$ cat src/rtl/uart_pixel_loader_pkg.sv
// Shared UART definitions: receiver/transmitter state encoding and frame geometry helpers.
package uart_pixel_loader_pkg;

  localparam int unsigned DEF_BPP           = 3;
  localparam int unsigned DEF_HIEGHT        = 30;
  localparam int unsigned DEF_WIDTH         = 30;
  localparam int unsigned DEF_TICK_PER_HALF = 2604;
  localparam int unsigned DEF_ADDR_W        = 10;

  typedef enum logic [1:0] {
    IDLE  = 2'd0,
    START = 2'd1,
    DATA  = 2'd2,
    STOP  = 2'd3
  } uart_state_e;

  function automatic int unsigned pix_width(input int unsigned bpp);
    return 8 * bpp;
  endfunction

  function automatic int unsigned frame_pixels(input int unsigned h, input int unsigned w);
    return h * w;
  endfunction

endpackage

$ cat src/rtl/uart_pixel_loader_if.sv
// Frame RAM write port driven by the pixel loader.
interface uart_pixel_loader_if
  import uart_pixel_loader_pkg::*;
#(
  parameter int unsigned ADDR_W = DEF_ADDR_W,
  parameter int unsigned SZ     = pix_width(DEF_BPP)
);
  logic              wr_en;
  logic [ADDR_W-1:0] wr_addr;
  logic [SZ-1:0]     wr_data;

  modport master (output wr_en, output wr_addr, output wr_data);
  modport slave  (input  wr_en, input  wr_addr, input  wr_data);
endinterface

$ cat src/rtl/uart_rx_byte.sv
// 8N1 UART byte receiver: 2-flop synchronizer, falling-edge start detect, mid-bit sampling.
module uart_rx_byte
  import uart_pixel_loader_pkg::*;
#(
  parameter int unsigned TICK_PER_HALF = DEF_TICK_PER_HALF
) (
  input  logic       clk,
  input  logic       rst,
  input  logic       rx,
  output logic [7:0] rx_byte,
  output logic       rx_valid,
  output logic       rx_ferr,
  output logic       busy
);

  localparam int unsigned     CNT_W     = $clog2(2 * TICK_PER_HALF);
  localparam logic [CNT_W-1:0] HALF_LAST = CNT_W'(TICK_PER_HALF - 1);
  localparam logic [CNT_W-1:0] BIT_LAST  = CNT_W'(2 * TICK_PER_HALF - 1);

  uart_state_e      state_q, state_d;
  logic [CNT_W-1:0] cnt_q, cnt_d;
  logic [2:0]       bit_q, bit_d;
  logic [7:0]       shift_q, shift_d;
  logic             meta_q, sync_q, prev_q;

  // Synchronizer and edge-detect history reset to the idle-high line level.
  always_ff @(posedge clk or negedge rst) begin
    if (!rst) begin
      meta_q <= 1'b1;
      sync_q <= 1'b1;
      prev_q <= 1'b1;
    end else begin
      meta_q <= rx;
      sync_q <= meta_q;
      prev_q <= sync_q;
    end
  end

  always_ff @(posedge clk or negedge rst) begin
    if (!rst) begin
      state_q <= IDLE;
      cnt_q   <= '0;
      bit_q   <= '0;
      shift_q <= '0;
    end else begin
      state_q <= state_d;
      cnt_q   <= cnt_d;
      bit_q   <= bit_d;
      shift_q <= shift_d;
    end
  end

  always_comb begin
    state_d  = state_q;
    cnt_d    = cnt_q + 1'b1;
    bit_d    = bit_q;
    shift_d  = shift_q;
    rx_valid = 1'b0;
    rx_ferr  = 1'b0;
    unique case (state_q)
      IDLE: begin
        cnt_d = '0;
        if (prev_q && !sync_q) state_d = START;
      end
      START: begin
        if (cnt_q == HALF_LAST) begin
          cnt_d   = '0;
          bit_d   = '0;
          state_d = sync_q ? IDLE : DATA;
        end
      end
      DATA: begin
        if (cnt_q == BIT_LAST) begin
          cnt_d   = '0;
          shift_d = {sync_q, shift_q[7:1]};
          bit_d   = bit_q + 1'b1;
          if (bit_q == 3'd7) state_d = STOP;
        end
      end
      STOP: begin
        if (cnt_q == BIT_LAST) begin
          cnt_d   = '0;
          state_d = IDLE;
          rx_valid = sync_q;
          rx_ferr  = !sync_q;
        end
      end
      default: state_d = IDLE;
    endcase
  end

  assign rx_byte = shift_q;
  assign busy    = (state_q != IDLE);

endmodule

$ cat src/rtl/uart_pixel_loader.sv
// Assembles BPP received UART bytes per pixel and writes a full frame into the frame RAM.
module uart_pixel_loader
  import uart_pixel_loader_pkg::*;
#(
  parameter int unsigned BPP           = DEF_BPP,
  parameter int unsigned HIEGHT        = DEF_HIEGHT,
  parameter int unsigned WIDTH         = DEF_WIDTH,
  parameter int unsigned TICK_PER_HALF = DEF_TICK_PER_HALF,
  parameter int unsigned ADDR_W        = DEF_ADDR_W
) (
  input  logic                 clk,
  input  logic                 rst,
  input  logic                 rx,
  input  logic                 arm,
  uart_pixel_loader_if.master  wr,
  output logic                 load_done,
  output logic                 frame_err,
  output logic                 busy
);

  localparam int unsigned      SZ        = pix_width(BPP);
  localparam int unsigned      PEXILS    = frame_pixels(HIEGHT, WIDTH);
  localparam int unsigned      IDX_W     = (BPP > 1) ? $clog2(BPP) : 1;
  localparam logic [IDX_W-1:0]  LAST_IDX  = IDX_W'(BPP - 1);
  localparam logic [ADDR_W-1:0] LAST_ADDR = ADDR_W'(PEXILS - 1);

  logic [7:0]        rx_byte;
  logic              rx_valid;
  logic              rx_ferr;

  logic [IDX_W-1:0]  idx_q, idx_d;
  logic [SZ-1:0]     pix_q, pix_d;
  logic [ADDR_W-1:0] addr_q, addr_d;
  logic              wr_en_q, wr_en_d;
  logic              done_q, done_d;
  logic              ferr_q, ferr_d;

  uart_rx_byte #(
    .TICK_PER_HALF (TICK_PER_HALF)
  ) u_rx (
    .clk      (clk),
    .rst      (rst),
    .rx       (rx),
    .rx_byte  (rx_byte),
    .rx_valid (rx_valid),
    .rx_ferr  (rx_ferr),
    .busy     (busy)
  );

  always_ff @(posedge clk or negedge rst) begin
    if (!rst) begin
      idx_q   <= '0;
      pix_q   <= '0;
      addr_q  <= '0;
      wr_en_q <= 1'b0;
      done_q  <= 1'b0;
      ferr_q  <= 1'b0;
    end else begin
      idx_q   <= idx_d;
      pix_q   <= pix_d;
      addr_q  <= addr_d;
      wr_en_q <= wr_en_d;
      done_q  <= done_d;
      ferr_q  <= ferr_d;
    end
  end

  always_comb begin
    idx_d   = idx_q;
    pix_d   = pix_q;
    addr_d  = addr_q;
    wr_en_d = 1'b0;
    done_d  = done_q;
    ferr_d  = ferr_q | rx_ferr;

    // Address advances as the write retires; the last pixel parks it and raises done.
    if (wr_en_q) begin
      if (addr_q == LAST_ADDR) done_d = 1'b1;
      else                     addr_d = addr_q + 1'b1;
    end

    if (rx_valid && !done_q) begin
      pix_d = SZ'({pix_q, rx_byte});
      if (idx_q == LAST_IDX) begin
        idx_d   = '0;
        wr_en_d = 1'b1;
      end else begin
        idx_d = idx_q + 1'b1;
      end
    end

    // arm overrides everything, including a byte completing in the same cycle.
    if (arm) begin
      idx_d   = '0;
      pix_d   = pix_q;
      addr_d  = '0;
      wr_en_d = 1'b0;
      done_d  = 1'b0;
      ferr_d  = 1'b0;
    end
  end

  assign wr.wr_en   = wr_en_q;
  assign wr.wr_addr = addr_q;
  assign wr.wr_data = pix_q;
  assign load_done  = done_q;
  assign frame_err  = ferr_q;

endmodule

$ cat src/flat_wrapper.sv
// flat-port wrapper written by rule: the top's interface ports become plain ports
module uart_pixel_loader_flat import uart_pixel_loader_pkg::*;
#(
  parameter int unsigned BPP           = DEF_BPP,
  parameter int unsigned HIEGHT        = DEF_HIEGHT,
  parameter int unsigned WIDTH         = DEF_WIDTH,
  parameter int unsigned TICK_PER_HALF = DEF_TICK_PER_HALF,
  parameter int unsigned ADDR_W        = DEF_ADDR_W
)
  (clk, rst, rx, arm, load_done, frame_err, busy, wr_wr_en, wr_wr_addr, wr_wr_data);
  uart_pixel_loader_if #(.ADDR_W(ADDR_W), .SZ((8 * BPP))) wr_i ();
  input  logic clk;
  input  logic rst;
  input  logic rx;
  input  logic arm;
  output logic load_done;
  output logic frame_err;
  output logic busy;
  output wire logic [$bits(wr_i.wr_en)-1:0] wr_wr_en;
  output wire logic [$bits(wr_i.wr_addr)-1:0] wr_wr_addr;
  output wire logic [$bits(wr_i.wr_data)-1:0] wr_wr_data;
  assign wr_wr_en = wr_i.wr_en;
  assign wr_wr_addr = wr_i.wr_addr;
  assign wr_wr_data = wr_i.wr_data;
  uart_pixel_loader #(.BPP(BPP), .HIEGHT(HIEGHT), .WIDTH(WIDTH), .TICK_PER_HALF(TICK_PER_HALF), .ADDR_W(ADDR_W)) u_core (.clk(clk), .rst(rst), .rx(rx), .arm(arm), .wr(wr_i), .load_done(load_done), .frame_err(frame_err), .busy(busy));
endmodule
$ cat config.mk
export PLATFORM = sky130hd
export DESIGN_NAME = uart_pixel_loader_flat
export DESIGN_NICKNAME = d
export VERILOG_FILES = /design/src/rtl/uart_pixel_loader_pkg.sv /design/src/rtl/uart_pixel_loader_if.sv /design/src/rtl/uart_rx_byte.sv /design/src/rtl/uart_pixel_loader.sv /design/src/flat_wrapper.sv
export SDC_FILE = /design/constraint.sdc
export NUM_CORES = 1
export LEC_CHECK = 0
export CAP_MARGIN = 40
export CORE_MARGIN = 4
export CORE_UTILIZATION = 35
export DETAILED_ROUTE_END_ITERATION = 6
export GPL_TIMING_DRIVEN = 0
export HOLD_SLACK_MARGIN = 0.12
export PLACE_DENSITY = 0.59
export SYNTH_ARGS = -nofsm -noshare
export SYNTH_HDL_FRONTEND = slang
export SYNTH_HIERARCHICAL = 1
export SYNTH_SLANG_ARGS = --single-unit
$ cat constraint.sdc
create_clock -name clk -period 2.2 [get_ports clk]
set_input_delay 0.22 -clock clk [delete_from_list [all_inputs] [get_ports clk]]
set_output_delay 0.22 -clock clk [all_outputs]
set_load 0.01 [all_outputs]
; Word-level counts from Yosys, hierarchy flattened
; Index checks and enable logic that the tools add are counted.
[op_classes]
bitwise_logic = 2
addsub = 4
muxes = 30
n_reduce_logical = 17
n_eq_ne = 14
[ops]
columns = op, count
row1 = $pmux W13 S3, 1
row2 = $mux W10, 3
row3 = $mux W13, 2
row4 = $mux W2, 9
row5 = $add A13 B1 Y13 const B, 1
row6 = $eq A13 B12 Y1 const B, 1
row7 = $eq A13 B13 Y1 const B, 1
row8 = $ne A2 B2 Y1 const B, 6
row9 = $mux W1, 11
row10 = $add A10 B1 Y10 const B, 1
row11 = $eq A10 B10 Y1 const B, 1
row12 = $reduce_bool A2 Y1, 5
row13 = $pmux W2 S4, 1
row14 = $reduce_and A2 Y1, 4
row15 = $eq A2 B2 Y1 const B, 3
row16 = $mux W3, 2
row17 = $pmux W3 S2, 1
row18 = $reduce_and A5 Y1, 1
row19 = $add A3 B1 Y3 const B, 1
row20 = $eq A3 B3 Y1 const B, 1
row21 = $reduce_and A3 Y1, 1
row22 = $add A2 B1 Y2 const B, 1
row23 = $eq A2 B1 Y1 const B, 1
row24 = $logic_and A1 B1 Y1, 2
row25 = other kinds (5), 6
[totals]
inputBits = 4
regBits = 68

; Logic depth before layout (Yosys ltp)
; Gate-level depths: netlist (run 1).
[logic_depth]
ltp_word = 6
mapped_depth = 10

; By module
; Netlist (run 1), hierarchy kept.
[by_module_without_submodules]
columns = mod, cells_per_inst, seq_area_each_um2, area_per_inst_um2, n_inst
row1 = uart_pixel_loader, 129, 975.9, 1675.4, 1
row2 = uart_rx_byte, 119, 729.4, 1400.1, 1

; Least setup slack after synthesis (run 1)
; No wires, ideal clock.
[synth_timing]
path_type = reg-to-reg
startpoint = reg u_core.u_rx.cnt_q[0]
endpoint = reg u_core.pix_q[10], in the netlist u_core/wr.wr_data[10]
setup_slack_ps = -114
n_path_buf = 2
period_less_slack_ps = 2314
path_stages_with_launch = 11
setup_ps = 125
arrival_time_ps = 2189
required_ps = 2075
cell_sequence = dfrtp_1 ha_1 nor3b_4 and4_1 buf_6 nand3_1 nor2_1 nand2b_1 nor2_2 buf_4 mux2_2
[synth_via]
elab_chain_cells = 5
[synth_rtl]
columns = item, line_no
row1 = from (decl), uart_rx_byte.sv:21  ; logic [CNT_W-1:0] cnt_q, cnt_d;
row2 = from (signal assigned), uart_rx_byte.sv:47  ; cnt_q <= cnt_d;
row3 = $eq A13 B13 Y1, uart_rx_byte.sv:81  ; if (cnt_q == BIT_LAST) begin
row4 = $mux W1, uart_rx_byte.sv:81
row5 = $mux W1, uart_rx_byte.sv:60  ; unique case (state_q)
row6 = named net u_core.rx_valid, uart_pixel_loader.sv:28  ; logic rx_valid;
row7 = $logic_and A1 B1 Y1, uart_pixel_loader.sv:82  ; if (rx_valid && !done_q) begin
row8 = $reduce_and A2 Y1 (no line), --
row9 = to (signal assigned), uart_pixel_loader.sv:60  ; pix_q <= pix_d;
row10 = to (decl), uart_pixel_loader.sv:32  ; logic [SZ-1:0] pix_q, pix_d;
; The timed path passes the listed nets, and every way through them passes these cells.
; A chain may end at the register's enable or synchronous reset.

; Worst setup path in the final report (run 1)
[layout_timing]
startpoint = reg u_core.u_rx.cnt_q[1]
endpoint = reg u_core.pix_q[11], in the netlist u_core/wr.wr_data[11]
; The elaborated chain is that of the path after synthesis.

==> results of run 1 <==
==> metal layers <==
metal	wire length, um	vias to the layer above	track usage (%)
li1	-	1038	-
met1	2929	1050	17.57
met2	2952	39	19.97
met3	303	6	3.444
met4	74	0	4.601
met5	0	-	0
==> repair_timing <==
| action | 4_1_cts | 5_1_grt |
|---|---|---|
| resized for setup | 23 | 9 |
| cloned | 2 | 0 |
| endpoints found under the hold margin | 23 | 0 |
| setup buffers | 13 | 2 |
| hold buffers | 1 | 0 |
| setup endpoints to repair | 24 | 25 |
| pin swaps | 5 | 4 |
==> stage by stage <==
| stage | setup TNS (ns) | worst slack, ns | area, um^2 |
|---|---|---|---|
| 6_report | 0 | 0.002447 | 4159 |
| 5_1_grt | -2.075 | -0.1015 | 4159 |
| 4_1_cts | -0.1774 | -0.02247 | 4110 |
| 3_5_place_dp | -7.586 | -0.3537 | 3652 |
| 3_3_place_gp | -104.53 | -1.481 | 3627 |
| 2_1_floorplan | -0.7724 | -0.03862 | 3095 |
==> cells in the mapped netlist (2+ instances only) <==
cell / n
a21oi_1: 11
o21ai_0: 5
ha_1: 4
nand3b_1: 2
and4_1: 4
nand2_1: 8
nor2b_1: 5
dfrtp_1: 65
buf_2: 2
inv_1: 3
xor2_1: 11
and3_1: 2
dfstp_2: 3
mux2_2: 32
and4bb_2: 3
buf_6: 3
nor4bb_1: 2
buf_4: 2
nor2_1: 21
or3_2: 3
and2_1: 3
xnor2_1: 2
nand3_1: 10
nand4_1: 11
or3_1: 3
==> sequential cells by signal, indices dropped and copies added (netlist names), 2 cells and up, named ones only <==
register             count
u_core/u_rx/rx_byte      8
u_core/wr.wr_addr       10
u_core/wr.wr_data       24
u_core/u_rx/bit_q        3
u_core/u_rx/cnt_q       13
u_core/idx_q             2
==> power groups by stage <==
stage	clock network (uW)	logic [uW]	registers, uW
finish	1030	320	1400
global route	1120	360	1410
CTS	1060	313	1400
detailed placement	0	239	1420
global placement	0	228	1420
floorplan	0	171	1400
==> cells by family (layout without fill, tap and decap cells) <==
logic type	count (synthesis)	after routing	synth area share (%)
AND/OR/NAND/NOR	93	93	19.41
flip-flops	68	68	55.45
multiplexers	32	32	11.72
AO/OA/AOI/OAI	26	26	5.574
XOR/XNOR	13	13	3.702
buffers and inverters	12	86	2.522
adder cells (fa/ha/maj)	4	4	1.627
==> critical path, delay by kind of cell (launching register included) <==
| kind | cells | cell delay, ns |
|---|---|---|
| flip-flops | 1 | 0.39 |
| buffers and inverters | 3 | 0.37 |
| AND/OR/NAND/NOR | 6 | 0.86 |
| multiplexers | 1 | 0.30 |
| adder cells (fa/ha/maj) | 1 | 0.15 |
==> worst paths after layout <==
| path | from | end |
|---|---|---|
| min in group asynchronous | rst | u_core/wr.wr_data[10] |
| max in group asynchronous | rst | u_core/u_rx/prev_q |
| worst max register to register | u_core/u_rx/cnt_q[1] | u_core/wr.wr_data[11] |
| worst min register to register | u_core/u_rx/meta_q | u_core/u_rx/sync_q |
| worst min-delay path | rx | u_core/u_rx/meta_q |
| worst max-delay path | u_core/u_rx/cnt_q[1] | u_core/wr.wr_data[11] |
==> layout make-up <==
cell class,instances,area [um^2]
fill,776,4223
sequential,68,1707
multi-input combinational,168,1413
timing repair buffer,59,615.6
clock buffer,11,151.4
tap,105,131.4
buffer,9,81.33
clock inverter,4,48.80
inverter,3,11.26
==> impl_metrics.py, run 1 <==
metrics = {
    "clock_tree": {
        "cts_buffers": 9,
        "tritoncts": "yes",
        "insertion_delay_ns": 0.33,
        "clkSlewWorstSetupHoldPaths_ns": 0.07,
        "htree_levels": 3,
        "cts-root-buf": "clkbuf_8",
        "clock_path_buffers": 2,
        "clock_sinks": 68,
    },
    "logic_synthesis": {
        "synth.avg_cell_area_um2": 12.40,
        "yosysSeqAreaShare_pct": 55.45,
        "dominantRegCellSynth": "dfrtp_1",
        "syn_area_mm2": 0.003075,
        "synth_top_area_share_pct": 52.89,
        "yosysTopAreaCell": "dfrtp_1",
        "ys_types": 53,
        "synth_edf_count": 0,
        "syn_inst": 248,
        "synth_area_leaders": "dfrtp_1 (53%), mux2_2 (12%), xor2_1 (3.1%)",
        "ys_seq_elements": 68,
        "synth_nets": 256,
        "ys_async_sr_fraction_pct": 100.0,
        "ys_warn_count": 6,
    },
    "worst_setup_path": {
        "critPathMaxFanout": 5,
        "critPathRequiredTime_ns": 2.41,
        "cp_slowest_cell": "dfrtp_1",
        "crit_type": "register to register",
        "cp.arrival_ns": 2.41,
        "crit_path_end_kind": "register",
        "cp_cell_sequence": "ha_4 > nor3b_4 > and4_1 > buf_6 > nand3_4 > nor2_4 > nand2b_4 > nor2_4 > buf_12 > buf_8 > mux2_4",
        "reg2regPathDepth": 11,
        "path_common_cell": "nor2_4",
        "ff2ff_setup_slack_ns": 0.002,
        "cp_slowest_stage_delay_ns": 0.39,
        "worstSetupStartpointType": "register",
    },
    "routing": {
        "dr.pass1.iters": 4,
        "via_per_inst": 4.995,
        "routed-via-count": 2133,
        "wl_per_cell_um": 14.66,
        "drt-total-wl_um": 6260,
        "drt.antenna.violating_nets": 0,
        "drtIter0Drc": 105,
        "drcViolationCount": 0,
    },
    "finish": {
        "postLayoutCoreUtil_pct": 49.62,
        "antenna_cells": 0,
        "syn_to_final_growth_pct": 35.23,
        "layout_common_cells": "dfrtp_1 (64), clkdlybuf4s50_1 (39), nor2_1 (20), mux2_4 (20), buf_4 (14)",
        "layout-drive-gt1-share_pct": 30.12,
        "layout_commonest_cell": "dfrtp_1",
        "fin_cells": 427,
        "nets": 326,
    },
    "grt": {
        "grt_use_total_pct": 12.94,
        "grt_start_max_net_pins": 46,
        "grt_pass1_vias": 2110,
        "overflow": 0,
        "grt_pass1_wl_um": 10640,
        "antenna_found_initial": 0,
    },
    "power": {
        "p_comb_share_pct": 11.6,
        "pwr-share-clk_pct": 37.5,
        "switching_share_pct": 25.02,
        "total_power_uw": 2747,
        "p_leak_uw": 0.001855,
        "powerDensity_mw_per_mm2": 660.5,
        "ir_drop_uv": 261.7,
        "p_int_uw": 2060,
        "p_seq_share_pct": 50.9,
        "p_sw_uw": 687.3,
    },
    "sta": {
        "period_needed_ns": 2.198,
        "slew_headroom_pct": 54.48,
        "hold_viol": 0,
        "maxSlewViolCount": 0,
        "max_freq_mhz": 455.1,
        "holdWs_ns": 0.2956,
        "finalSetupViolCount": 0,
        "tightest_slew_ns": 0.6776,
        "rsz0062_at_grt": "true",
        "finClkSkew_ns": 0.009856,
        "fin_crit_sh_pct": 99.89,
    },
    "place": {
        "place_inst": 394,
        "place.port_buffers": 40,
        "gp_congestion": 0.8158,
        "dp_hpwl_um": 3973,
    },
    "flow_run": {
        "cap_violations": 0,
    },
    "floorplan": {
        "start_util_pct": 36.69,
        "core_area_mm2": 0.008382,
        "boundaryPins": 42,
        "fp-row-count": 33,
        "die_w_um": 101.7,
        "die_y_um": 101.7,
        "die-area_mm2": 0.01035,
    },
    "worst_hold_path": {
        "hp-class": "input port to register",
        "holdPathStages": 1,
    },
    "run_status": {
        "status": "finished, final reports clean",
    },
}
Power figures use the tool's default switching activity.
==> inputs of run 2 (changes only) <==
Settings changed: ABC_AREA set to 1.
==> run 2 against run 1 <==
Compared with the run above:
- design area shrank 1.9%
- die area grew 5.0%
- global-route usage grew 0.059 points
- clock skew shrank 0.0020 ns
- cell count grew 32%
- combinational power shrank 20%
- critical endpoint is now u_core/wr.wr_data[6]
- largest power group unchanged
==> impl_metrics.py, run 2 <==
metrics = {
    "run_status": {
        "status": "finished, final reports clean",
    },
    "sta": {
        "max_freq_mhz": 509.6,
        "hold_viol": 0,
        "finalSetupViolCount": 0,
        "slew_headroom_pct": 67.01,
        "period_needed_ns": 1.962,
        "maxSlewViolCount": 0,
        "holdWs_ns": 0.2137,
        "finClkSkew_ns": 0.007888,
        "tightest_slew_ns": 0.4949,
        "rsz0062_at_grt": "false",
        "fin_crit_sh_pct": 89.20,
    },
    "grt": {
        "grt_use_total_pct": 13.00,
        "grt_start_max_net_pins": 67,
        "overflow": 0,
        "grt_pass1_wl_um": 11620,
        "grt_pass1_vias": 2555,
        "antenna_found_initial": 0,
    },
    "finish": {
        "syn_to_final_growth_pct": 25.86,
        "layout_common_cells": "nand2_1 (148), dfrtp_1 (65), clkdlybuf4s50_1 (40)",
        "layout-drive-gt1-share_pct": 13.41,
        "postLayoutCoreUtil_pct": 46.11,
        "multiInputGateArea_mm2": 0.001355,
        "seqCellArea_mm2": 0.001705,
        "nFillCells": 868,
        "antenna_cells": 0,
        "nets": 458,
        "largest_reg_flops": 24,
        "layout_commonest_cell": "nand2_1",
    },
    "worst_setup_path": {
        "critPathTopFamily": "simple AND/OR/NAND/NOR gates",
        "path_common_cell": "nand2_1",
        "critPathRequiredTime_ns": 2.44,
        "cp_slowest_stage_delay_ns": 0.37,
        "crit_type": "register to register",
        "cp.arrival_ns": 2.20,
        "critPathMaxFanout": 10,
        "cp_cell_sequence": "ha_2 > nand2_1 > nor2_2 > nand3_4 > nor3_4 > nand2_1 > nor2_4 > inv_1 > buf_2 > nand2_1 > nand2_1",
        "crit_path_end_kind": "register",
        "worstSetupStartpointType": "register",
        "crit_buf_inv": 2,
        "cp_slowest_cell": "dfrtp_1",
    },
    "floorplan": {
        "start_util_pct": 36.64,
        "die-area_mm2": 0.01087,
        "die_y_um": 104.2,
        "die_w_um": 104.2,
        "core_area_mm2": 0.008848,
        "fp-row-count": 34,
        "boundaryPins": 42,
    },
    "logic_synthesis": {
        "ys_types": 33,
        "synth_area_leaders": "dfrtp_1 (50%), nand2_1 (17%), inv_1 (3.9%)",
        "yosysTopAreaCell": "dfrtp_1",
        "ys_warn_count": 6,
        "synth_top_area_share_pct": 50.17,
        "synth_nets": 402,
        "ys_seq_elements": 68,
        "yosysMostFrequentCell": "nand2_1",
        "synth.avg_cell_area_um2": 8.228,
        "ys_async_sr_fraction_pct": 100.0,
        "dominantRegCellSynth": "dfrtp_1",
        "synth.top_cells.by_count": "nand2_1 (148), dfrtp_1 (65), inv_1 (34)",
        "syn_area_mm2": 0.003242,
        "synth_edf_count": 0,
        "yosysSeqAreaShare_pct": 52.61,
        "syn_inst": 394,
    },
    "power": {
        "ir_drop_uv": 362.5,
        "powerDensity_mw_per_mm2": 668.9,
        "p_leak_uw": 0.001991,
    },
    "routing": {
        "drcViolationCount": 0,
        "via_per_inst": 4.631,
        "drt-total-wl_um": 6491,
        "wl_per_cell_um": 11.53,
        "met2_length_um": 2896,
        "drtIter0Drc": 107,
        "highest_layer": "met4",
        "dr.pass1.iters": 4,
        "drt.antenna.violating_nets": 0,
        "routed-via-count": 2607,
        "wl_met1_um": 3197,
        "met3_wirelength_um": 310,
    },
    "worst_hold_path": {
        "hp-class": "input port to async pin",
    },
    "place": {
        "gp_congestion": 0.8313,
        "dp_hpwl_um": 4586,
        "place.port_buffers": 41,
    },
    "clock_tree": {
        "cts-root-buf": "clkbuf_8",
        "clkSlewWorstSetupHoldPaths_ns": 0.08,
        "htree_levels": 3,
        "tritoncts": "yes",
        "cts_buffers": 9,
        "clock_sinks": 68,
        "insertion_delay_ns": 0.34,
        "clock_path_buffers": 2,
    },
    "flow_run": {
        "cap_violations": 0,
    },
}
## run 2: final timing paths
path | from | to | slack (ns) | cells after the start
hold reg to reg | u_core/u_rx/meta_q | u_core/u_rx/sync_q | 0.36 | 0
setup / recovery | u_core/u_rx/cnt_q[0] | u_core/wr.wr_data[6] | 0.24 | 11
max in group asynchronous | rst | u_core/u_rx/prev_q | 1.43 | 3
min in group clk | rx | u_core/u_rx/meta_q | 0.28 | 1
hold / removal | rst | u_core/wr.wr_data[16] | 0.21 | 2
setup reg to reg | u_core/u_rx/cnt_q[0] | u_core/wr.wr_data[6] | 0.24 | 11
## run 2: logic make-up after synthesis
logic type                 Yosys count  synth area share, %
AOI/OAI and AO/OA                   28                5.326
xor gates and xnor gates             5                1.351
buffers and inverters               47                6.175
and+or+nand+nor                    242                33.00
adders and majority gates            4                1.544
DFF                                 68                52.61
## run 2: metal layers
layer	GRT usage, %	up-vias
li1	-	1361
met1	15.82	1191
met2	21.40	46
met3	4.780	9
met4	4.179	0
met5	0	-
## run 2: power breakdown
part / internal (uW) / leakage (uW) / switching, uW
Clock: 676 / 0.000114 / 481
Combinational: 86.9 / 0.000950 / 170
Sequential: 1290 / 0.000927 / 27.4
## run 2: cell type report
cell class / count / share of cell area, %
inverter: 39 / 3.649
buffer: 8 / 1.257
clock buffer: 11 / 3.465
sequential: 68 / 41.80
multi-input combinational: 279 / 33.21
timing repair buffer: 45 / 11.28
clock inverter: 5 / 2.024
tap: 108 / 3.312
## run 2: what timing repair did
item                                   CTS  global route
endpoints found under the hold margin   65             0
hold buffers                             1             0
setup endpoints to repair               20            22
resized for setup                        1             3
pin swaps                                0             1
gates cloned                             0             0
setup buffers                            0             2
## run 2: per-stage QoR
stage / TNS, ns / power [uW] / worst slack, ns / std cells / instance area, um^2
finish: 0 / 2729 / 0.2376 / 563 / 4080
global route: 0 / 2897 / 0.009106 / 563 / 4080
detailed placement: -1.119 / 1598 / -0.06874 / 544 / 3812
floorplan: 0 / 1486 / 0.3857 / 394 / 3242
CTS: 0 / 2790 / 0.007835 / 561 / 4051
global placement: -95.34 / 1588 / -1.426 / 543 / 3787
==> inputs of run 3 (changes only) <==
Settings changed: CORE_UTILIZATION 35 to 50, CTS_CLUSTER_DIAMETER set to 120, PLACE_DENSITY 0.59 to 0.78.
==> run 3 against run 2 <==
Compared with the run above:
- flip-flop and latch count is the same
- combinational power shrank 2%
- sequential power is essentially flat
- global-route usage grew 4.9 points
- first-iteration DRC count grew 0.93%
- wire length shrank 0.57%
- sequential share of layout area grew 0.82 points
- largest power group unchanged
- highest routed layer unchanged
==> impl_metrics.py, run 3 (synthesized netlist as in run 2, its figures left out) <==
metrics = {
    "clock_tree": {
        "clock_sinks": 68,
        "tritoncts": "yes",
        "insertion_delay_ns": 0.34,
        "cts_buffers": 9,
        "clock_path_buffers": 2,
        "htree_levels": 3,
        "clkSlewWorstSetupHoldPaths_ns": 0.07,
        "cts-root-buf": "clkbuf_8",
    },
    "finish": {
        "syn_to_final_growth_pct": 23.43,
        "nets": 457,
        "layout_commonest_cell": "nand2_1",
        "seqCellArea_mm2": 0.001705,
        "multiInputGateArea_mm2": 0.001349,
        "largest_reg_flops": 24,
        "nFillCells": 543,
        "layout-drive-gt1-share_pct": 13.00,
        "fin_cells": 531,
        "layout_common_cells": "nand2_1 (148), dfrtp_1 (65), clkdlybuf4s50_1 (40)",
        "antenna_cells": 0,
    },
    "worst_setup_path": {
        "crit_path_end_kind": "register",
        "crit_type": "register to register",
        "critPathMaxFanout": 10,
        "path_common_cell": "nand2_1",
        "cp_cell_sequence": "ha_2 > nand2_1 > nor2_2 > nand3_4 > nor3_2 > nand2_1 > nor2_4 > inv_1 > buf_2 > nand2_1 > nand2_1",
        "critPathRequiredTime_ns": 2.42,
        "reg2regPathDepth": 11,
        "worstSetupStartpointType": "register",
        "cp.arrival_ns": 2.24,
        "cp_slowest_stage_delay_ns": 0.37,
        "cp_slowest_cell": "dfrtp_1",
    },
    "grt": {
        "antenna_found_initial": 0,
        "grt_start_max_net_pins": 69,
        "overflow": 0,
        "grt_pass1_wl_um": 10960,
        "grt_use_total_pct": 17.94,
        "grt_pass1_vias": 2496,
    },
    "run_status": {
        "status": "finished, final reports clean",
    },
    "power": {
        "p_comb_share_pct": 9.3,
        "p_int_uw": 2039,
        "p_leak_uw": 0.001962,
        "p_sw_uw": 655.2,
        "powerDensity_mw_per_mm2": 673.3,
        "p_seq_share_pct": 48.9,
        "switching_share_pct": 24.32,
        "pwr-share-clk_pct": 41.8,
        "ir_drop_uv": 531.0,
    },
    "worst_hold_path": {
        "holdPathStages": 1,
        "hp-class": "input port to register",
    },
    "routing": {
        "drt-total-wl_um": 6454,
        "drtIter0Drc": 108,
        "drt.antenna.violating_nets": 0,
        "via_per_inst": 5.040,
        "wl_per_cell_um": 12.15,
        "drcViolationCount": 0,
        "dr.pass1.iters": 4,
        "routed-via-count": 2676,
    },
    "sta": {
        "rsz0062_at_grt": "false",
        "fin_tns_setup_ns": 0,
        "fin_crit_sh_pct": 91.81,
        "finalSetupViolCount": 0,
        "slew_headroom_pct": 44.28,
        "period_needed_ns": 2.020,
        "hold_viol": 0,
        "finClkSkew_ns": 0.006363,
        "max_freq_mhz": 495.1,
        "maxSlewViolCount": 0,
        "tightest_slew_ns": 0.8358,
    },
    "place": {
        "dp_hpwl_um": 4477,
        "gp_congestion": 0.8896,
        "place.port_buffers": 41,
        "place_inst": 512,
    },
    "floorplan": {
        "die_y_um": 88.52,
        "start_util_pct": 51.35,
        "boundaryPins": 42,
        "core_area_mm2": 0.006314,
        "fp-row-count": 29,
        "die_w_um": 88.52,
        "die-area_mm2": 0.007836,
    },
    "flow_run": {
        "cap_violations": 0,
    },
}
## run 3: path summary, 6_finish.rpt
check                                     start                     to  slack, ns
max                        u_core/u_rx/cnt_q[0]  u_core/wr.wr_data[18]       0.18
min                                          rx     u_core/u_rx/meta_q       0.29
max reg2reg                u_core/u_rx/cnt_q[0]  u_core/wr.wr_data[18]       0.18
min reg2reg                  u_core/u_rx/meta_q     u_core/u_rx/sync_q       0.36
max in group asynchronous                   rst   u_core/u_rx/cnt_q[9]       1.13
min in group asynchronous                   rst  u_core/wr.wr_data[16]       0.53
## run 3: stage by stage
step | setup WS (ns) | hold WS (ns) | utilization (%) | power, uW | cell area, um^2
final | 0.1803 | 0.2880 | 63.38 | 2694 | 4001
after global routing | 0.01733 | 0.2804 | 63.38 | 2827 | 4001
after CTS | 0.04029 | 0.2694 | 63.02 | 2726 | 3979
after detailed placement | -0.02919 | 0.3496 | 59.33 | 1590 | 3746
after global placement | -1.314 | 0.3460 | 59.37 | 1582 | 3749
after floorplan | 0.3857 | -0.07559 | - | 1486 | 3242
## run 3: what timing repair did
item                                   in CTS  in global routing
cloned                                      0                  0
setup buffers                               0                  2
pin swaps                                   0                  1
gates resized for setup                     1                  2
hold buffers                                1                  0
endpoints found under the hold margin      65                  0
setup endpoints to repair                  20                 21
## run 3: power by group through the flow
stage	Combinational (uW)	Clock [uW]	Sequential, uW
after detailed placement	250	0	1340
after global routing	289	1220	1320
after global placement	244	0	1340
after CTS	253	1160	1320
final	252	1130	1320
after floorplan	150	0	1340
## run 3: final cells by class
| cell class | instances | share of cell area, % |
|---|---|---|
| multi-input combinational | 279 | 33.71 |
| clock buffer | 12 | 3.627 |
| clock inverter | 4 | 1.814 |
| inverter | 39 | 3.721 |
| buffer | 8 | 1.282 |
| timing repair buffer | 44 | 10.82 |
| tap | 77 | 2.408 |
| sequential | 68 | 42.62 |
## run 3: routing by layer
metal / vias up / track usage (%) / routed length (um)
met5: - / 0 / 0
met2: 72 / 29.03 / 3051
met3: 12 / 3.445 / 373
met1: 1239 / 23.08 / 2924
li1: 1353 / - / -
met4: 0 / 8.929 / 105
## run 3: critical path: cells and delay by family (launching register included)
| kind | cells | cell delay, ns |
|---|---|---|
| adder cells (fa/ha/maj) | 1 | 0.22 |
| AND/OR/NAND/NOR | 8 | 0.99 |
| buffers and inverters | 2 | 0.32 |
| flip-flops | 1 | 0.37 |
